--- src/rtl/demux_1x2_buf.sv ---
// ---------------------------------------------------------------------------
// demux_1x2_buf
//
// Buffered 1-to-2 demultiplexer. Each incoming word goes to one of two output
// channels, chosen by sel when the word is accepted. Each channel has its own
// first-word-fall-through FIFO with a valid/ready handshake, so the two
// consumers can stall independently of each other.
//
// Ports
//   clk, rst_n        single rising-edge clock, asynchronous active-low reset
//   in_data/in_valid  producer word and its qualifier
//   sel               destination channel (0 or 1), only meaningful with in_valid
//   in_ready          the channel named by sel has room (forced 0 in reset)
//   Out_x/valid_x     head word of channel x FIFO (0 when empty) / non-empty
//   ready_x           consumer x takes Out_x at the next rising edge
//   count_x           words accepted into channel x since reset (wraps)
// ---------------------------------------------------------------------------
module demux_1x2_buf #(
  parameter int WIDTH = 32,
  parameter int DEPTH = 2,   // power of two, >= 2
  parameter int CNT_W = 16
) (
  input  logic             clk,
  input  logic             rst_n,
  input  logic [WIDTH-1:0] in_data,
  input  logic             in_valid,
  input  logic             sel,
  output logic             in_ready,
  output logic [WIDTH-1:0] Out_0,
  output logic             valid_0,
  input  logic             ready_0,
  output logic [WIDTH-1:0] Out_1,
  output logic             valid_1,
  input  logic             ready_1,
  output logic [CNT_W-1:0] count_0,
  output logic [CNT_W-1:0] count_1
);

  localparam int AW = $clog2(DEPTH);

  logic [1:0]             full;
  logic [1:0]             empty;
  logic [1:0]             push;
  logic [1:0]             pop;
  logic [1:0]             ready_v;
  logic [1:0][WIDTH-1:0]  head;
  logic [1:0][CNT_W-1:0]  count_v;

  assign ready_v = {ready_1, ready_0};

  // Only the selected channel's fullness matters; a full idle channel never
  // blocks traffic headed for the other one. A full FIFO refuses input even
  // if it is being popped in the same cycle (no pass-through on full).
  assign in_ready = rst_n & ~full[sel];

  for (genvar c = 0; c < 2; c++) begin : g_ch
    // Pointers carry one extra wrap bit so full and empty are distinguishable
    // when the index bits coincide.
    logic [AW:0]       wr_ptr;
    logic [AW:0]       rd_ptr;
    logic [CNT_W-1:0]  count_q;
    logic [WIDTH-1:0]  mem [DEPTH];

    assign empty[c] = (wr_ptr == rd_ptr);
    assign full[c]  = (wr_ptr[AW] != rd_ptr[AW]) &&
                      (wr_ptr[AW-1:0] == rd_ptr[AW-1:0]);
    assign push[c]  = in_valid & in_ready & (sel == 1'(c));
    // ready_x with nothing buffered is ignored, so the FIFO cannot underflow.
    assign pop[c]   = ~empty[c] & ready_v[c];

    // NOTE: state registers use non-blocking assignments so every flop samples
    // pre-edge values regardless of the order the blocks are evaluated in.
    always_ff @(posedge clk or negedge rst_n) begin
      if (!rst_n) begin
        wr_ptr  <= '0;
        rd_ptr  <= '0;
        count_q <= '0;
      end else begin
        if (push[c]) begin
          wr_ptr  <= wr_ptr + (AW+1)'(1);
          count_q <= count_q + CNT_W'(1);
        end
        if (pop[c]) begin
          rd_ptr <= rd_ptr + (AW+1)'(1);
        end
      end
    end

    // NOTE: the storage array has no reset; emptiness is tracked purely by the
    // pointers, and the output mux hides stale contents while empty.
    always_ff @(posedge clk) begin
      if (push[c]) begin
        mem[wr_ptr[AW-1:0]] <= in_data;
      end
    end

    assign head[c]    = empty[c] ? '0 : mem[rd_ptr[AW-1:0]];
    assign count_v[c] = count_q;
  end

  assign Out_0   = head[0];
  assign Out_1   = head[1];
  assign valid_0 = ~empty[0];
  assign valid_1 = ~empty[1];
  assign count_0 = count_v[0];
  assign count_1 = count_v[1];

endmodule

--- config.mk ---
export PLATFORM = sky130hd
export DESIGN_NAME = demux_1x2_buf
export DESIGN_NICKNAME = d
export VERILOG_FILES = /design/src/rtl/demux_1x2_buf.sv
export SDC_FILE = /design/constraint.sdc
export NUM_CORES = 1
export LEC_CHECK = 0
export CORE_ASPECT_RATIO = 0.9
export CORE_MARGIN = 2
export CORE_UTILIZATION = 55
export DETAILED_ROUTE_END_ITERATION = 7
export DONT_BUFFER_PORTS = 1
export GPL_TIMING_DRIVEN = 0
export PLACE_DENSITY = 0.73
export SLEW_MARGIN = 20
export SYNTH_ARGS = -nofsm -noshare
export SYNTH_HDL_FRONTEND = slang
export SYNTH_SLANG_ARGS = --single-unit
--- constraint.sdc ---
create_clock -name clk -period 3.65 [get_ports clk]
set_input_delay 0.73 -clock clk [delete_from_list [all_inputs] [get_ports clk]]
set_output_delay 0.73 -clock clk [all_outputs]
set_load 0.005 [all_outputs]
==> flow_metrics.tcl, run 1 <==
set metrics [dict create \
    status "finished, final reports clean" \
    h-tree-depth 4 \
    cp-start-kind "register" \
    r2r_end "g_ch[0].mem[0][18]" \
    synth_warnings 0 \
    startpoint "g_ch[0].rd_ptr[0]" \
    die_w_um 120.1 \
    die-area_sq_um 13020 \
    maxCapViolations 0 \
    crit_type "register to primary output" \
    p_leak_nw 2.930 \
    rr_worst_depth 5 \
    ys_ff_latch 168 \
    grt_pass1_vias 3769 \
    hpwlAfterDp_um 8549 \
    fmax_mhz 319.4 \
    avgSynthCellArea_sq_um 15.26 \
    sw_frac_of_total_pct 32.94 \
    power_frac_comb_pct 28.4 \
    antenna_found_initial 0 \
    drive_gt1_share_pct 9.895 \
    place_area_sq_um 6979 \
    fin_cells 635 \
    rows 38 \
    rsz0062_at_grt "no" \
    finalHoldViolCount 0 \
    setup_violations 0 \
    maxSlewHeadroom_pct 38.63 \
    start_util_pct 55.87 \
    r2r_start "g_ch[0].rd_ptr[0]" \
    synth_edf_count 128 \
    min_period_ns 3.131 \
    n_antenna_cell 0 \
    final_util_pct 64.16 \
    cts_buffers 17 \
    seq_area_frac_synth_pct 72.66 \
    place_inst 602 \
    cp-endpoint "Out_0[1]" \
    cts_num_sinks 168 \
    drt_pass1_iterations 4 \
    synth_cell_types 30 \
    crit_fanout 10 \
    layout_commonest_cell "edfxtp_1" \
    grt_max_degree 41 \
    io_pins 137 \
    synthCells 437 \
    period_share_pct 85.79 \
    fin_nets 502 \
    clockBufferDepth 2 \
    ys_async_sr_fraction_pct 23.81 \
    mappedNetlistNets 477 \
    worstPathRequired_ns 2.92 \
    cts_resized 0 \
    p_seq_share_pct 39.7 \
    gp_congestion 0.8065 \
    clkPwrFrac_pct 31.9 \
    via_per_inst 5.567 \
    yosysTopAreaCell "edfxtp_1" \
    first_iter_violations 225 \
    vias 3535 \
    layout_common_cells "edfxtp_1 (128), nor2_1 (71), mux2i_1 (64), dfrtp_1 (40), xnor2_1 (27)" \
    routedWlPerCell_um 20.51 \
    total_power_mw 6.202 \
    r2r_slack_ns 1.32 \
    crit_path_end_kind "primary output" \
    ir_drop_mv 0.4565 \
    cts_root_buf "clkbuf_16" \
    worstPathArrival_ns 2.40 \
    final_area_sq_um 7657 \
    drv_slew 0 \
    tightest_slew_ns 0.9205 \
    clk_latency_ns 0.42 \
    antenna_left 0 \
    power.density_nw_per_um2 809.9 \
    internal-power_mw 4.159 \
    overflow 0 \
    clkTransAtPathRegs_ns 0.06 \
    cts_tree "done" \
    post-synth-top-area-fraction_pct 57.65 \
    hp-class "input pin to asynchronous set/reset pin" \
    portBuffers 0 \
    synth_area_sq_um 6668 \
    routed_wl_um 13020 \
    synthFlopType "edfxtp_1" \
    core_sq_um 11930 \
    netlist_top_cells_area "edfxtp_1 (58%), dfrtp_1 (15%), mux2i_1 (9.6%)" \
    route.detailed.drc 0 \
    syn2layout_area_growth_pct 14.84 \
    grt_usage_pct 21.01 \
    tns_ns 0 \
    grt_pass1_wl_um 20140 \
    fp.dieH_um 108.5 \
    p_switching_mw 2.043 \
    skew_ns 0.007706 \
]
[final cells by class]
| cell class | instances | area, sq um |
|---|---|---|
| clock inverter | 14 | 229.0 |
| timing repair buffer | 6 | 110.1 |
| fill | 871 | 4277 |
| inverter | 3 | 11.26 |
| tap | 160 | 200.2 |
| multi-input combinational | 251 | 1769 |
| buffer | 15 | 63.81 |
| clock buffer | 18 | 429.2 |
| sequential | 168 | 4845 |
[Yosys cell counts, drive strengths merged, types with 2 or more instances]
cell / n
edfxtp: 128
nor2: 72
mux2i: 64
dfrtp: 40
xnor2: 27
xor2: 18
nand2: 14
nand3: 13
buf: 8
and3: 7
clkbuf: 7
nand4: 7
and2: 4
nor3: 4
inv: 3
nor4: 3
a211oi: 2
a31oi: 2
and4: 2
ha: 2
mux2: 2
or3: 2
[kinds of logic after synthesis]
group	Yosys count	synth area share, %
flip-flops	168	72.66
AND/OR/NAND/NOR	131	8.895
multiplexers	66	9.945
XOR/XNOR	45	5.911
buffers and inverters	18	1.126
AO/OA/AOI/OAI	7	1.088
adder cells (fa/ha/maj)	2	0.3752
[repair_timing]
item                                   CTS  global route
endpoints found under the hold margin   40             0
buffers inserted                         0             0
hold buffers                             1             0
[flip-flops by register name, indices dropped and copies added (netlist names)]
register / count
g_ch.mem: 128
count_0: 16
count_1: 16
g_ch.rd_ptr: 4
g_ch.wr_ptr: 4
[metrics by stage]
stage	hold WS, ns	setup WS (ns)
after floorplan	0.4344	0.4160
after global placement	0.4351	-0.8571
after detailed placement	0.4350	0.8622
after CTS	0.1430	0.3991
after global routing	0.1407	0.2766
final	0.1432	0.5187
[worst min-delay path by stage]
stage	startpoint	end	slack [ns]	cells past startpoint
6_report	rst_n	count_1[12]	0.14	1
5_1_grt	rst_n	count_1[3]	0.14	1
4_1_cts	rst_n	count_1[10]	0.14	1
3_5_place_dp	rst_n	count_1[7]	0.43	0
3_3_place_gp	rst_n	count_1[7]	0.44	0
2_1_floorplan	rst_n	count_0[0]	0.43	0
[routing by layer]
layer	GRT usage, %	part of all wire, %	wire [um]
met1	24.01	41	5304
met2	34.78	49	6419
met3	10.18	8.8	1144
met5	0	0	0
met4	7.227	1.2	153
[power groups by stage]
stage	clock network [mW]	registers [mW]	logic, mW
finish	1.98	2.46	1.76
global route	2.08	2.49	1.95
CTS	2.00	2.47	1.81
detailed placement	0	2.50	1.79
global placement	0	2.49	1.73
floorplan	0	2.46	1.29
[critical path: stages, from the launching register on]
cell and delay, ns:
dfrtp_1 0.36, buf_4 0.17, xnor2_1 0.38, and2_1 0.19
clkbuf_1 0.28, clkbuf_1 0.46, nor2_1 0.15
No activity file was read; power rests on OpenSTA's default activity.
==> inputs of run 2 (changes only) <==
Settings changed: PLACE_DENSITY 0.73 to 0.7, SKIP_LAST_GASP from default to 1.
Clock period 3.65 ns to 3.3 ns, I/O delays scaled along.
==> run 2 against run 1 <==
Effect of this change: flip-flop and latch count is the same; largest cell class unchanged; clock power rose by 4%; wire length shrank 2.3%; critical path type unchanged; clock skew up 0.0030 ns; critical endpoint is now Out_0[19].
==> flow_metrics.tcl, run 2 (same netlist as run 1, synthesis figures left out) <==
set metrics [dict create \
    power_frac_comb_pct 29.2 \
    ir_drop_mv 0.7212 \
    p_switching_mw 2.327 \
    layout_common_cells "edfxtp_1 (128), nor2_1 (71), mux2i_1 (64), dfrtp_1 (40), xnor2_1 (27)" \
    die_w_um 120.1 \
    grt_pass1_vias 3500 \
    syn2layout_area_growth_pct 14.41 \
    vias 3443 \
    r2r_start "g_ch[0].rd_ptr[0]" \
    crit_path_end_kind "primary output" \
    routedWlPerCell_um 20.03 \
    tightest_slew_ns 0.8598 \
    clkTransAtPathRegs_ns 0.07 \
    r2r_end "g_ch[0].mem[0][13]" \
    largest_register_ffs 128 \
    grt_usage_pct 20.62 \
    total_power_mw 6.731 \
    start_util_pct 55.87 \
    fillCellCount 863 \
    sw_frac_of_total_pct 34.57 \
    first_iter_violations 236 \
    grt_max_degree 41 \
    h-tree-depth 4 \
    fin_nets 502 \
    antenna_left 0 \
    min_period_ns 3.113 \
    power.density_nw_per_um2 882.4 \
    cp-start-kind "register" \
    worstPathRequired_ns 2.64 \
    p_leak_nw 2.925 \
    finalHoldViolCount 0 \
    crit_type "register to primary output" \
    hpwlAfterDp_um 8360 \
    n_antenna_cell 0 \
    p_seq_share_pct 40.4 \
    grt_pass1_wl_um 19410 \
    crit_fanout 10 \
    post-cts-setup-buffers 0 \
    register_area_sq_um 4845 \
    multi_input_area_sq_um 1769 \
    clockBufferDepth 2 \
    die-area_sq_um 13020 \
    setup_violations 0 \
    hp-class "input pin to asynchronous set/reset pin" \
    antenna_found_initial 0 \
    maxSlewHeadroom_pct 42.68 \
    skew_ns 0.01070 \
    via_per_inst 5.422 \
    cts_num_sinks 168 \
    overflow 0 \
    post-place-ws_ns 0.5377 \
    rows 38 \
    status "finished, final reports clean" \
    portBuffers 0 \
    io_pins 137 \
    drive_gt1_share_pct 10.53 \
    tns_ns 0 \
    internal-power_mw 4.404 \
    drt_pass1_iterations 4 \
    cts_root_buf "clkbuf_16" \
    layout_setup_ws_ns 0.1870 \
    worstPathArrival_ns 2.45 \
    r2r_slack_ns 0.90 \
    rsz0062_at_grt "no" \
    fmax_mhz 321.2 \
    routed_wl_um 12720 \
    maxCapViolations 0 \
    drv_slew 0 \
    layout_commonest_cell "edfxtp_1" \
    clk_latency_ns 0.42 \
    clkPwrFrac_pct 30.4 \
    gp_congestion 0.7915 \
    period_share_pct 94.33 \
    route.detailed.drc 0 \
    core_sq_um 11930 \
    cts_buffers 17 \
    cts_tree "done" \
    rr_worst_depth 5 \
    fp.dieH_um 108.5 \
]
[run 2: power groups by stage]
stage                     sequential [mW]  combinational (mW)  clock [mW]
after CTS                            2.72                2.03        2.09
after floorplan                      2.72                1.43           0
after global placement               2.76                1.95           0
after global routing                 2.75                2.17        2.19
final                                2.72                1.96        2.05
after detailed placement             2.77                2.00           0
[run 2: worst max-delay path by stage]
| stage | slack, ns | cells past startpoint | start | endpoint |
|---|---|---|---|---|
| 5_1_grt | 0.01 | 6 | g_ch[0].rd_ptr[0] | Out_0[15] |
| 2_1_floorplan | 0.14 | 3 | in_valid | g_ch[0].mem[0][0] |
| 4_1_cts | 0.05 | 6 | g_ch[0].rd_ptr[0] | Out_0[1] |
| 3_3_place_gp | -1.16 | 3 | rst_n | g_ch[0].mem[0][29] |
| 3_5_place_dp | 0.54 | 6 | g_ch[0].rd_ptr[0] | Out_0[1] |
| 6_report | 0.19 | 6 | g_ch[0].rd_ptr[0] | Out_0[19] |
[run 2: stage by stage]
step | instance area (sq um) | hold slack, ns | util (%) | cells
final | 7629 | 0.07531 | 63.92 | 635
after CTS | 7627 | 0.05901 | 63.91 | 635
after global placement | 6873 | 0.3654 | 57.59 | 597
after floorplan | 6673 | 0.3644 | - | 437
after global routing | 7629 | 0.06468 | 63.92 | 635
after detailed placement | 6990 | 0.3653 | 58.58 | 602
[run 2: timing repair]
action | 4_1_cts | 5_1_grt
hold buffers | 1 | 0
gates resized for setup | 0 | 2
hold endpoints to repair | 40 | 0
setup endpoints to repair | 0 | 7
[run 2: per-layer routing]
layer  share of wire (%)  track usage [%]
met5                   0                0
met3                 8.2            9.652
met1                  41            24.25
met2                  50            32.91
met4                 1.1            8.571
[run 2: layout make-up]
type	count	share of cell area (%)
Tap cell	160	2.624
Inverter	3	0.1476
Multi-Input combinational cell	251	23.19
Clock inverter	15	2.509
Timing Repair Buffer	6	1.591
Clock buffer	17	5.577
Sequential cell	168	63.51
Buffer	15	0.8529
[run 2: worst max-delay path, stage by stage, from the launching register on]
cell      delay, ns
dfrtp_1        0.36
buf_4          0.17
xnor2_1        0.40
and2_1         0.19
clkbuf_1       0.24
clkbuf_1       0.50
nor2_1         0.16
